$ cat src/rtl/fleet_action_scheduler.sv
// Per-cycle action scheduler: gates each ship's fire/shield/cloak requests
// against energy, a fire cooldown and a shield duty limit, picks at most one
// firing ship per cycle round-robin, and registers the resulting grants.
module fleet_action_scheduler #(
    parameter int NUM_SHIPS      = 3,
    parameter int FIRE_COST      = 30,
    parameter int SHIELD_COST    = 25,
    parameter int CLOAK_COST     = 15,
    parameter int FIRE_COOLDOWN  = 6,
    parameter int SHIELD_MAX_RUN = 4
) (
    input  logic                   clk,
    input  logic                   reset,
    input  logic [NUM_SHIPS-1:0]   req_fire,
    input  logic [NUM_SHIPS-1:0]   req_shield,
    input  logic [NUM_SHIPS-1:0]   req_cloak,
    input  logic [2*NUM_SHIPS-1:0] req_dir,
    input  logic [8*NUM_SHIPS-1:0] energy,
    input  logic [NUM_SHIPS-1:0]   destroyed,
    output logic [NUM_SHIPS-1:0]   attempt_fire,
    output logic [NUM_SHIPS-1:0]   attempt_shield,
    output logic [NUM_SHIPS-1:0]   attempt_cloak,
    output logic [2*NUM_SHIPS-1:0] fire_dir,
    output logic [7:0]             shots_fired
);

    localparam int PW = (NUM_SHIPS > 1) ? $clog2(NUM_SHIPS) : 1;
    localparam int CW = (FIRE_COOLDOWN > 0) ? $clog2(FIRE_COOLDOWN + 1) : 1;

    // Budget math is 9 bits wide so energy = 255 never wraps.
    localparam logic [8:0]    FIRE_C    = 9'(FIRE_COST);
    localparam logic [8:0]    SHIELD_C  = 9'(SHIELD_COST);
    localparam logic [8:0]    CLOAK_C   = 9'(CLOAK_COST);
    localparam logic [CW-1:0] CD_LOAD   = CW'(FIRE_COOLDOWN);
    localparam logic [CW-1:0] CD_ONE    = CW'(1);
    localparam logic [2:0]    RUN_MAX   = 3'(SHIELD_MAX_RUN);
    localparam logic [7:0]    SHOTS_MAX = 8'hFF;

    typedef enum logic [1:0] {
        READY    = 2'd0,
        COOLDOWN = 2'd1,
        DEAD     = 2'd2
    } ship_state_e;

    ship_state_e             state_q [NUM_SHIPS];
    ship_state_e             state_d [NUM_SHIPS];
    logic [CW-1:0]           cd_q    [NUM_SHIPS];
    logic [CW-1:0]           cd_d    [NUM_SHIPS];
    logic [2:0]              run_q   [NUM_SHIPS];
    logic [2:0]              run_d   [NUM_SHIPS];
    logic [PW-1:0]           rr_ptr_q, rr_ptr_d;
    logic [NUM_SHIPS-1:0]    attempt_fire_q, attempt_fire_d;
    logic [NUM_SHIPS-1:0]    attempt_shield_q, attempt_shield_d;
    logic [NUM_SHIPS-1:0]    attempt_cloak_q, attempt_cloak_d;
    logic [2*NUM_SHIPS-1:0]  fire_dir_q, fire_dir_d;
    logic [7:0]              shots_q, shots_d;

    logic [8:0]              rem1 [NUM_SHIPS];
    logic [8:0]              rem2 [NUM_SHIPS];
    logic [NUM_SHIPS-1:0]    shield_ok, fire_elig, fire_gnt, cloak_ok;
    logic                    gnt_found;

    // Shield takes first claim on energy; fire eligibility sees what remains.
    always_comb begin
        shield_ok = '0;
        fire_elig = '0;
        for (int i = 0; i < NUM_SHIPS; i++) begin
            shield_ok[i] = req_shield[i] && ({1'b0, energy[8*i +: 8]} >= SHIELD_C) &&
                           (run_q[i] < RUN_MAX) && (state_q[i] != DEAD) && !destroyed[i];
            rem1[i]      = {1'b0, energy[8*i +: 8]} - (shield_ok[i] ? SHIELD_C : 9'd0);
            fire_elig[i] = req_fire[i] && (state_q[i] == READY) && !destroyed[i] &&
                           (rem1[i] >= FIRE_C);
        end
    end

    // Round-robin pick of one firing ship starting at rr_ptr.
    always_comb begin
        fire_gnt  = '0;
        gnt_found = 1'b0;
        rr_ptr_d  = rr_ptr_q;
        for (int off = 0; off < NUM_SHIPS; off++) begin
            if (!gnt_found && fire_elig[(int'(rr_ptr_q) + off) % NUM_SHIPS]) begin
                gnt_found = 1'b1;
                fire_gnt[(int'(rr_ptr_q) + off) % NUM_SHIPS] = 1'b1;
                rr_ptr_d = PW'((int'(rr_ptr_q) + off + 1) % NUM_SHIPS);
            end
        end
    end

    // Cloak uses energy left after shield and (only for the winner) fire.
    always_comb begin
        cloak_ok = '0;
        for (int i = 0; i < NUM_SHIPS; i++) begin
            rem2[i]     = rem1[i] - (fire_gnt[i] ? FIRE_C : 9'd0);
            cloak_ok[i] = req_cloak[i] && (rem2[i] >= CLOAK_C) &&
                          (state_q[i] != DEAD) && !destroyed[i];
        end
    end

    // Per-ship state machine, run counters, direction and shot count.
    always_comb begin
        fire_dir_d       = fire_dir_q;
        attempt_fire_d   = fire_gnt;
        attempt_shield_d = shield_ok;
        attempt_cloak_d  = cloak_ok;
        shots_d          = (gnt_found && (shots_q != SHOTS_MAX)) ? shots_q + 8'd1 : shots_q;
        for (int i = 0; i < NUM_SHIPS; i++) begin
            state_d[i] = state_q[i];
            cd_d[i]    = cd_q[i];
            run_d[i]   = shield_ok[i] ? run_q[i] + 3'd1 : 3'd0;
            if (fire_gnt[i]) begin
                fire_dir_d[2*i +: 2] = req_dir[2*i +: 2];
            end
            if (destroyed[i]) begin
                state_d[i] = DEAD;
                cd_d[i]    = '0;
                run_d[i]   = 3'd0;
            end else begin
                case (state_q[i])
                    READY: begin
                        if (fire_gnt[i]) begin
                            state_d[i] = COOLDOWN;
                            cd_d[i]    = CD_LOAD;
                        end
                    end
                    COOLDOWN: begin
                        if (cd_q[i] <= CD_ONE) begin
                            state_d[i] = READY;
                            cd_d[i]    = '0;
                        end else begin
                            cd_d[i] = cd_q[i] - CD_ONE;
                        end
                    end
                    default: begin
                        state_d[i] = DEAD;
                    end
                endcase
            end
        end
    end

    // State and output registers with asynchronous active-low reset.
    always_ff @(posedge clk or negedge reset) begin
        if (!reset) begin
            for (int i = 0; i < NUM_SHIPS; i++) begin
                state_q[i] <= READY;
                cd_q[i]    <= '0;
                run_q[i]   <= '0;
            end
            rr_ptr_q         <= '0;
            attempt_fire_q   <= '0;
            attempt_shield_q <= '0;
            attempt_cloak_q  <= '0;
            fire_dir_q       <= '0;
            shots_q          <= '0;
        end else begin
            for (int i = 0; i < NUM_SHIPS; i++) begin
                state_q[i] <= state_d[i];
                cd_q[i]    <= cd_d[i];
                run_q[i]   <= run_d[i];
            end
            rr_ptr_q         <= rr_ptr_d;
            attempt_fire_q   <= attempt_fire_d;
            attempt_shield_q <= attempt_shield_d;
            attempt_cloak_q  <= attempt_cloak_d;
            fire_dir_q       <= fire_dir_d;
            shots_q          <= shots_d;
        end
    end

    assign attempt_fire   = attempt_fire_q;
    assign attempt_shield = attempt_shield_q;
    assign attempt_cloak  = attempt_cloak_q;
    assign fire_dir       = fire_dir_q;
    assign shots_fired    = shots_q;

endmodule
$ cat config.mk
export PLATFORM = sky130hd
export DESIGN_NAME = fleet_action_scheduler
export DESIGN_NICKNAME = d
export VERILOG_FILES = /design/src/rtl/fleet_action_scheduler.sv
export SDC_FILE = /design/constraint.sdc
export NUM_CORES = 1
export LEC_CHECK = 0
export BUFFER_PORTS_ARGS = -buffer_cell sky130_fd_sc_hd__buf_2
export CAP_MARGIN = 30
export CORE_UTILIZATION = 50
export CTS_BUF_LIST = sky130_fd_sc_hd__clkbuf_16
export CTS_CLUSTER_DIAMETER = 50
export DETAILED_ROUTE_END_ITERATION = 6
export GPL_TIMING_DRIVEN = 0
export MAX_ROUTING_LAYER = met4
export PLACE_DENSITY = 0.72
export SYNTH_ARGS = -nofsm -noshare
export SYNTH_HDL_FRONTEND = slang
export SYNTH_SLANG_ARGS = --single-unit
export TNS_END_PERCENT = 20
$ cat constraint.sdc
create_clock -name clk -period 5.7 [get_ports clk]
set_clock_uncertainty 0.15 [all_clocks]
set_input_delay 1.14 -clock clk [delete_from_list [all_inputs] [get_ports clk]]
set_output_delay 1.14 -clock clk [all_outputs]
set_load 0.05 [all_outputs]
==> flow_summary.yaml, run 1 <==
layout:
  area_delta_synth_final_pct: 41.1
  nFillCells: 538
  layout.nets: 653
  diodes: 0
  utilization_pct: 72.7
  drive_gt1_share_pct: 38.5
route:
  wl_met2_microns: 5460
  drt_iter0_drc: 254
  via_count: 3823
  wl_met1_microns: 4430
  viasPerCell: 5.72
  drt-total-wl_microns: 10600
  avgRoutedWirePerCell_microns: 15.8
  routed-wl-met3_microns: 459
  dr.pass1.iters: 5
  ant_nets: 0
  highest_layer: "met4"
  drcViolationCount: 0
clock_tree:
  clock_sinks: 49
  cts_buffer_depth: 2
  cts_hold_buf: 0
  clk_pin_slew_ns: 0.07
  tritoncts: "done"
  cts_root_buf: "clkbuf_16"
  cts_max_level: 2
  numCtsBuffers: 5
  clock_latency_ns: 0.29
sta:
  setup_viol: 2
  period_needed_ns: 5.82
  period_share_pct: 102
  rsz0062_at_grt: "yes"
  tightest_slew_ns: 0.589
  finalHoldViolations: 0
  worst_slack_ns: -0.125
  fmax_ghz: 0.172
  drv_slew: 0
  slew_headroom_pct: 60.7
critical_path:
  critPathKind: "input pin to flip-flop"
  worst-path-max-fanout: 6
  arrival_ns: 5.85
  required_ns: 5.72
  worstSetupStartpointType: "input pin"
  cp-end-kind: "flip-flop"
synthesis:
  ys_seq_area_share_pct: 30.9
  ys_seq_elements: 49
  synth_cells: 431
  synth_edf_count: 0
  ys.flop_type: "dfrtp_1"
  synth_fp_nets: 519
  async_reset_ff_share_pct: 100
  synth_area_leader_cell: "dfrtp_1"
  yosys_warnings: 0
  synth.avg_cell_area_sq_um: 9.20
  synth_top_cell_area_share_pct: 30.9
  netlist_area_sq_um: 3960
  yosysUniqueCellTypes: 73
  synth_area_leaders: "dfrtp_1, ha_1, a21oi_1"
floorplanning:
  die_height_microns: 91.0
  die_w_microns: 91.0
  top_level_ports: 67
  fp-row-count: 32
  die_area_sq_um: 8290
  coreArea_sq_um: 7690
  initial_utilization_pct: 51.6
placed_design:
  dp_slack_ns: -0.801
  io_buffers: 66
  gp_congestion: 0.850
  hpwlAfterDp_microns: 6310
grt:
  grt_pass1_vias: 3550
  grt.total_usage_pct: 23.7
  grt_pass1_wl_microns: 15600
  grt_max_degree: 27
  antenna_found_initial: 0
  gr-total-overflow: 0
hold_path:
  hp-class: "flip-flop to flip-flop"
job:
  cap_violations: 0
power:
  power.leakage_nw: 2.58
  power_density_nw_per_um2: 160
  peakVddDrop_mv: 0.0959
status:
  violations: "setup timing"
  outcome: "complete, but fails checks"
==> layout make-up <==
| class | instances | area [sq um] | area share (%) |
|---|---|---|---|
| Buffer | 4 | 22.5 | 0.403 |
| Clock buffer | 5 | 125 | 2.24 |
| Clock inverter | 3 | 15.0 | 0.269 |
| Inverter | 39 | 151 | 2.71 |
| Multi-Input combinational cell | 337 | 2980 | 53.3 |
| Sequential cell | 49 | 1230 | 21.9 |
| Tap cell | 102 | 128 | 2.28 |
| Timing Repair Buffer | 129 | 942 | 16.8 |
==> cell usage after synthesis, drive strengths merged, types with 4 or more instances <==
library cell  number
nand2b            11
dfrtp             49
a21o               4
inv               39
nor2b             12
xor2              15
or2                4
mux2               9
nand3b             6
and2               4
xnor2             18
a21oi             34
ha                41
nor3              15
nand3              7
a31oi             10
nor3b              6
o21ai             13
nand4              4
or3                4
nand2             20
o311ai             4
nor2              32
==> cells by family (layout without fill, tap and decap cells) <==
group / count (synthesis) / count (layout) / share of synthesized area (%)
adder cells (fa/ha/maj): 44 / 44 / 14.5
multiplexers: 10 / 10 / 3.19
XOR/XNOR: 33 / 33 / 7.48
AND/OR/NAND/NOR: 144 / 144 / 20.3
AO/OA/AOI/OAI: 106 / 106 / 19.0
buffers and inverters: 45 / 180 / 4.61
flip-flops: 49 / 49 / 30.9
==> registers in the layout (all words and copies together) (netlist names) <==
register and cells:
attempt_cloak 3, attempt_fire 3, attempt_shield 3, cd_q 9, fire_dir 6, rr_ptr_q 2, run_q 9, shots_fired 8
state_q 6
==> metal layers <==
metal | vias up | global-route usage (%)
met4 | 0 | 6.48
met2 | 116 | 42.2
met3 | 23 | 3.02
met1 | 1856 | 28.0
met5 | - | -
li1 | 1828 | -
==> path summary, 6_finish.rpt <==
kind	startpoint	endpoint	slack, ns	cells after the start
worst max-delay path	energy[18]	attempt_cloak[0]$_DFF_PN0_	-0.12	26
worst min-delay path	run_q[6]$_DFF_PN0_	run_q[6]$_DFF_PN0_	0.28	1
worst max register to register	state_q[2]$_DFFE_PN0P_	attempt_cloak[0]$_DFF_PN0_	0.28	24
worst min register to register	run_q[6]$_DFF_PN0_	run_q[6]$_DFF_PN0_	0.28	1
max in group asynchronous	reset	rr_ptr_q[1]$_DFFE_PN0P_	4.16	2
min in group asynchronous	reset	attempt_cloak[0]$_DFF_PN0_	0.70	1
==> where the power goes <==
group          switching [mW]  total (mW)  internal, mW
sequential            0.00894       0.365         0.356
clock                   0.124       0.284         0.160
combinational           0.133       0.246         0.113
total                   0.267       0.895         0.628
==> repair_timing <==
item                                    4_1_cts  5_1_grt
setup buffers                                42       20
endpoints found under the setup margin        3        3
pin swaps                                    27       41
resized for setup                            43       82
==> through the flow <==
| stage | total power, mW | hold slack, ns | setup TNS, ns | area [sq um] | instances |
|---|---|---|---|---|---|
| after detailed placement | 0.549 | 0.279 | -2.25 | 4450 | 600 |
| final | 0.895 | 0.283 | -0.202 | 5590 | 668 |
| after global routing | 0.937 | 0.303 | -0.745 | 5590 | 668 |
| after CTS | 0.860 | 0.284 | -0.0973 | 5080 | 650 |
| after global placement | 0.542 | 0.268 | -1.97 | 4430 | 599 |
| after floorplan | 0.493 | 0.260 | -0.0790 | 3970 | 431 |
==> cell usage in the layout, fill, tap and decap left out, drive strengths merged, types with 3 or more instances in the layout <==
cell type,Yosys,final
buf,3,129
dfrtp,49,49
inv,39,41
ha,41,41
a21oi,34,34
nor2,32,32
nand2,20,20
xnor2,18,18
xor2,15,15
nor3,15,15
o21ai,13,13
nor2b,12,12
nand2b,11,11
a31oi,10,10
mux2,9,9
clkbuf,3,9
nand3,7,7
nand3b,6,6
nor3b,6,6
nand4,4,4
and2,4,4
a21o,4,4
or2,4,4
or3,4,4
o311ai,4,4
nand4b,3,3
o21a,3,3
o22ai,3,3
o211ai,3,3
and3,3,3
o311a,3,3
o31ai,3,3
o221ai,3,3
fa,3,3
nor4,3,3
==> worst max-delay path: stages <==
cell and delay (ns):
buf_8 0.11, o311ai_4 0.26, nand2_1 0.12, nand4b_1 0.16, buf_6 0.15, inv_4 0.04, ha_4 0.16, ha_1 0.22
nor2b_1 0.16, o211ai_1 0.21, buf_4 0.17, xnor2_2 0.09, a2111oi_4 0.35, or2_4 0.23, nor4_4 0.05, or3_4 0.37
a221o_2 0.44, ha_4 0.18, inv_2 0.05, fa_2 0.20, a21oi_2 0.06, nor2b_2 0.15, nor2b_1 0.16, a31oi_1 0.10
o22a_1 0.22, o311a_1 0.28
Note: power is estimated with default switching activity, not from simulation.
==> inputs of run 2 (changes only) <==
Settings changed: CTS_BUF_LIST sky130_fd_sc_hd__clkbuf_16 to sky130_fd_sc_hd__clkbuf_8 sky130_fd_sc_hd__clkbuf_16.
==> flow_summary.yaml, run 2 (same netlist as run 1, synthesis figures left out) <==
sta:
  fmax_ghz: 0.174
  timing.hold.ws_ns: 0.287
  drv_slew: 0
  period_needed_ns: 5.75
  slew_headroom_pct: 61.5
  rsz0062_at_grt: "yes"
  period_share_pct: 101
  tightest_slew_ns: 0.578
  worst_slack_ns: -0.0481
  setup_viol: 1
  finalHoldViolations: 0
floorplanning:
  die_area_sq_um: 8290
  die_w_microns: 91.0
  initial_utilization_pct: 51.6
  die_height_microns: 91.0
  coreArea_sq_um: 7690
  fp-row-count: 32
  top_level_ports: 67
grt:
  grt.total_usage_pct: 22.6
  grt_max_degree: 27
  gr-total-overflow: 0
  grt_pass1_wl_microns: 15000
  grt_pass1_vias: 3398
  antenna_found_initial: 0
hold_path:
  hp-start: "run_q[0]$_DFF_PN0_"
  hold_depth: 1
  hp-class: "flip-flop to flip-flop"
  hold_path_end: "run_q[0]$_DFF_PN0_"
power:
  peakVddDrop_mv: 0.0908
  power.leakage_nw: 2.38
  power_density_nw_per_um2: 152
route:
  via_count: 3636
  drt_iter0_drc: 206
  dr.pass1.iters: 6
  avgRoutedWirePerCell_microns: 14.8
  viasPerCell: 5.68
  drt-total-wl_microns: 9450
  ant_nets: 0
  drcViolationCount: 0
critical_path:
  rrSetupSlack_ns: 0.35
  crit_start: "energy[1]"
  reg2reg_from: "state_q[4]$_DFFE_PN0P_"
  required_ns: 5.74
  crit_chain: "buf_2 > o311ai_2 > nand3b_1 > nand4b_1 > inv_1 > ha_2 > ha_2 > nor2b_1 > o211ai_1 > xor2_1 > o311ai_2 > o211a_1 > a32oi_2 > o2bb2ai_1 > a221oi_4 > buf_4 > ha_1 > a21o_1 > a21oi_1 > and4b_1 > a21oi_1 > o22ai_1 > a31oi_1"
  worst-path-max-fanout: 4
  worstSetupStartpointType: "input pin"
  slowest_delay_ns: 0.41
  critPathKind: "input pin to flip-flop"
  r2r_cells: 22
  arrival_ns: 5.79
  reg2reg_to: "attempt_cloak[2]$_DFF_PN0_"
  cp_slowest_cell: "a221oi_4"
  cpLargestDelayFamily: "compound AO/OA/AOI/OAI gates"
  path_buf_inv: 3
  cp-end-kind: "flip-flop"
layout:
  layout_common_cells: "buf_2, dfrtp_1, buf_4, inv_1, ha_1"
  area_delta_synth_final_pct: 28.2
  nFillCells: 636
  final_common_cell: "buf_2"
  design_area_sq_um: 5080
  diodes: 0
  drive_gt1_share_pct: 32.2
  layout.cells.non_filler: 640
  regArea_sq_um: 1230
  layout.nets: 625
  multi_input_area_sq_um: 2800
clock_tree:
  cts_root_buf: "clkbuf_8"
  cts_buffer_depth: 2
  cts_hold_buf: 0
  numCtsBuffers: 5
  clk_pin_slew_ns: 0.09
  tritoncts: "done"
  cts_max_level: 2
  clock_sinks: 49
  clock_latency_ns: 0.31
status:
  violations: "setup timing"
  outcome: "complete, but fails checks"
placed_design:
  post_dp_cell_area_sq_um: 4450
  io_buffers: 66
  placed_cells: 600
  gp_congestion: 0.850
  hpwlAfterDp_microns: 6310
job:
  cap_violations: 0
run 2: changes by cell type in the layout (fill, tap and decap cells not counted), moves of 4 or more:
cell	delta
a21oi_1	+4
a21oi_2	-4
buf_2	+8
buf_4	-27
buf_8	-5
clkbuf_16	-5
clkbuf_8	+5
ha_2	+6
ha_4	-9
run 2: stage by stage:
step	total power [mW]	utilization [%]	setup TNS (ns)	worst slack [ns]
after floorplan	0.493	-	-0.0790	-0.0475
after global placement	0.542	57.6	-1.97	-0.713
after detailed placement	0.549	57.9	-2.25	-0.801
after CTS	0.756	62.7	-0.0964	-0.0565
after global routing	0.813	66.1	-0.805	-0.288
final	0.772	66.1	-0.0481	-0.0481
run 2: worst max path at each step:
| stage | to | slack (ns) | depth (start not counted) |
|---|---|---|---|
| floorplan | attempt_cloak[0]$_DFF_PN0_ | -0.05 | 22 |
| global placement | attempt_cloak[1]$_DFF_PN0_ | -0.71 | 27 |
| detailed placement | attempt_cloak[1]$_DFF_PN0_ | -0.80 | 27 |
| CTS | attempt_cloak[0]$_DFF_PN0_ | -0.06 | 24 |
| global route | attempt_cloak[1]$_DFF_PN0_ | -0.29 | 25 |
| finish | attempt_cloak[2]$_DFF_PN0_ | -0.05 | 23 |
run 2: what timing repair did:
item,4_1_cts,5_1_grt
gates resized for setup,33,44
buffers inserted,21,14
endpoints found under the setup margin,3,3
pin swaps,21,33
run 2: worst reg2reg max path: cells and delay by family, from the launching register on:
family	cells	cell delay, ns
xor gates and xnor gates	1	0.28
AOI/OAI and AO/OA	12	2.67
adders and majority gates	2	0.51
buffers and inverters	4	0.65
DFF	1	0.44
and+or+nand+nor	3	0.53
run 2: routing by layer:
layer / vias to the layer above / track usage (%) / wire, microns
met2: 114 / 40.3 / 4850
met3: 21 / 2.51 / 350
met5: - / - / 0
met1: 1727 / 27.3 / 4120
li1: 1774 / - / -
met4: 0 / 5.56 / 140
run 2: layout make-up:
cell class | count | area share (%)
timing repair buffer | 102 | 13.5
multi-input combinational | 337 | 55.0
buffer | 3 | 0.222
clock buffer | 5 | 1.35
tap | 102 | 2.51
inverter | 39 | 2.93
clock inverter | 3 | 0.295
sequential | 49 | 24.1
run 2: where the power goes:
| group | internal [mW] | switching [mW] | total, mW | leakage (nW) |
|---|---|---|---|---|
| clock network | 0.0835 | 0.116 | 0.199 | 0.0467 |
| registers | 0.356 | 0.00897 | 0.365 | 0.663 |
| logic | 0.0870 | 0.120 | 0.207 | 1.67 |
==> inputs of run 3 (changes only) <==
Settings changed: CORE_UTILIZATION 50 to 35, PLACE_DENSITY 0.72 to not set.
==> flow_summary.yaml, run 3 (same netlist as run 1, synthesis figures left out) <==
status:
  outcome: "complete, but fails checks"
  violations: "setup timing"
critical_path:
  worstSetupStartpointType: "input pin"
  arrival_ns: 5.90
  required_ns: 5.72
  critPathKind: "input pin to flip-flop"
  worst-path-max-fanout: 6
  cp-end-kind: "flip-flop"
clock_tree:
  clock_latency_ns: 0.29
  numCtsBuffers: 5
  cts_root_buf: "clkbuf_16"
  tritoncts: "done"
  clk_pin_slew_ns: 0.06
  clock_sinks: 49
  cts_max_level: 2
  cts_buffer_depth: 2
placed_design:
  post_dp_cell_area_sq_um: 4500
  gp_congestion: 0.826
  hpwlAfterDp_microns: 6880
  io_buffers: 66
grt:
  antenna_found_initial: 0
  grtUsageMet3_pct: 2.35
  grt.total_usage_pct: 16.8
  gr-total-overflow: 0
  use_met1_pct: 19.7
  met2_usage_pct: 29.8
  grt.busiest_layer: "met2"
  grt_max_degree: 28
  grt_pass1_vias: 3487
  grt_pass1_wl_microns: 15400
route:
  dr.pass1.iters: 4
  drt_iter0_drc: 165
  ant_nets: 0
  avgRoutedWirePerCell_microns: 14.1
  drcViolationCount: 0
  viasPerCell: 5.25
  via_count: 3649
  drt-total-wl_microns: 9830
layout:
  area_delta_synth_final_pct: 37.2
  layout.nets: 642
  design_area_sq_um: 5440
  diodes: 0
  nFillCells: 1034
  final_common_cell: "buf_2"
  layout_common_cells: "buf_2, buf_4, dfrtp_1, inv_1, nor2_1"
  drive_gt1_share_pct: 36.4
power:
  peakVddDrop_mv: 0.120
  power.total_mw: 0.877
  power_density_nw_per_um2: 161
  power.leakage_nw: 2.50
sta:
  tightest_slew_ns: 0.671
  fmax_ghz: 0.170
  finalHoldViolations: 0
  setup_viol: 3
  rsz0062_at_grt: "yes"
  period_needed_ns: 5.88
  slew_headroom_pct: 55.2
  drv_slew: 0
  period_share_pct: 103
  worst_slack_ns: -0.177
floorplanning:
  top_level_ports: 67
  coreArea_sq_um: 10900
  die_w_microns: 108
  initial_utilization_pct: 36.2
  fp-row-count: 38
  die_area_sq_um: 11800
  die_height_microns: 108
hold_path:
  hp-class: "flip-flop to flip-flop"
job:
  cap_violations: 0
-- run 3: changes by cell type in the layout (fill, tap and decap cells not counted), moves of 2 or more --
cell,delta
buf_12,-3
buf_6,+3
nor2b_1,-2
ha_4,+9
ha_1,-5
a21oi_2,+3
clkbuf_16,+5
buf_4,+15
clkbuf_8,-5
clkinv_2,+2
a21oi_1,-3
inv_1,-4
ha_2,-4
-- run 3: final timing paths --
kind	from	endpoint	slack, ns	depth (start not counted)
hold reg to reg	run_q[6]$_DFF_PN0_	run_q[6]$_DFF_PN0_	0.28	1
min in group asynchronous	reset	shots_fired[0]$_DFFE_PN0P_	0.74	1
max in group asynchronous	reset	attempt_cloak[2]$_DFF_PN0_	4.11	2
hold / removal	run_q[6]$_DFF_PN0_	run_q[6]$_DFF_PN0_	0.28	1
setup reg to reg	state_q[2]$_DFFE_PN0P_	attempt_cloak[0]$_DFF_PN0_	0.16	22
setup / recovery	energy[10]	attempt_cloak[0]$_DFF_PN0_	-0.18	23
-- run 3: what timing repair did --
action,in CTS,in global routing
buffers inserted,23,27
hold buffers,0,0
resized for setup,20,77
pin swaps,15,41
endpoints found under the setup margin,3,3
-- run 3: where the power goes --
part | internal, mW | total [mW] | switching, mW
clock network | 0.161 | 0.293 | 0.132
registers | 0.356 | 0.365 | 0.00923
logic | 0.0957 | 0.219 | 0.124
-- run 3: final cells by class --
| type | instances | area (sq um) | area share (%) |
|---|---|---|---|
| timing repair buffer | 117 | 786 | 14.5 |
| inverter | 39 | 154 | 2.83 |
| buffer | 5 | 33.8 | 0.621 |
| multi-input combinational | 337 | 2920 | 53.7 |
| clock buffer | 5 | 125 | 2.30 |
| sequential | 49 | 1230 | 22.6 |
| clock inverter | 3 | 17.5 | 0.322 |
| tap | 140 | 175 | 3.22 |
-- run 3: per-stage QoR --
| stage | util (%) | hold WS [ns] | cells | TNS [ns] | setup slack (ns) |
|---|---|---|---|---|---|
| 3_5_place_dp | 41.2 | 0.274 | 638 | -2.40 | -0.830 |
| 2_1_floorplan | - | 0.260 | 431 | -0.0790 | -0.0475 |
| 5_1_grt | 49.7 | 0.303 | 695 | -1.09 | -0.398 |
| 4_1_cts | 44.6 | 0.280 | 668 | -0.426 | -0.148 |
| 6_report | 49.7 | 0.277 | 695 | -0.339 | -0.177 |
| 3_3_place_gp | 40.9 | 0.270 | 637 | -2.16 | -0.773 |
-- run 3: critical path, stage by stage --
cell and delay (ns):
buf_8 0.08, o311ai_2 0.10, nand2_1 0.09, nand4b_1 0.24, ha_4 0.26, or4b_4 0.52, a2111o_1 0.46, xor2_1 0.17
o31ai_2 0.12, o21ba_1 0.21, buf_6 0.13, nor4b_4 0.12, or3_4 0.40, a221o_2 0.43, ha_4 0.18, inv_2 0.05
fa_2 0.21, a21oi_2 0.06, nor2b_2 0.15, nor2b_1 0.15, a31oi_1 0.10, o22a_1 0.24, o311a_1 0.29
-- run 3: routing by layer --
metal / vias to the layer above / wire length [microns]
met5: - / 0
met4: 0 / 114
met3: 8 / 221
met2: 48 / 5230
met1: 1789 / 4260
li1: 1804 / -
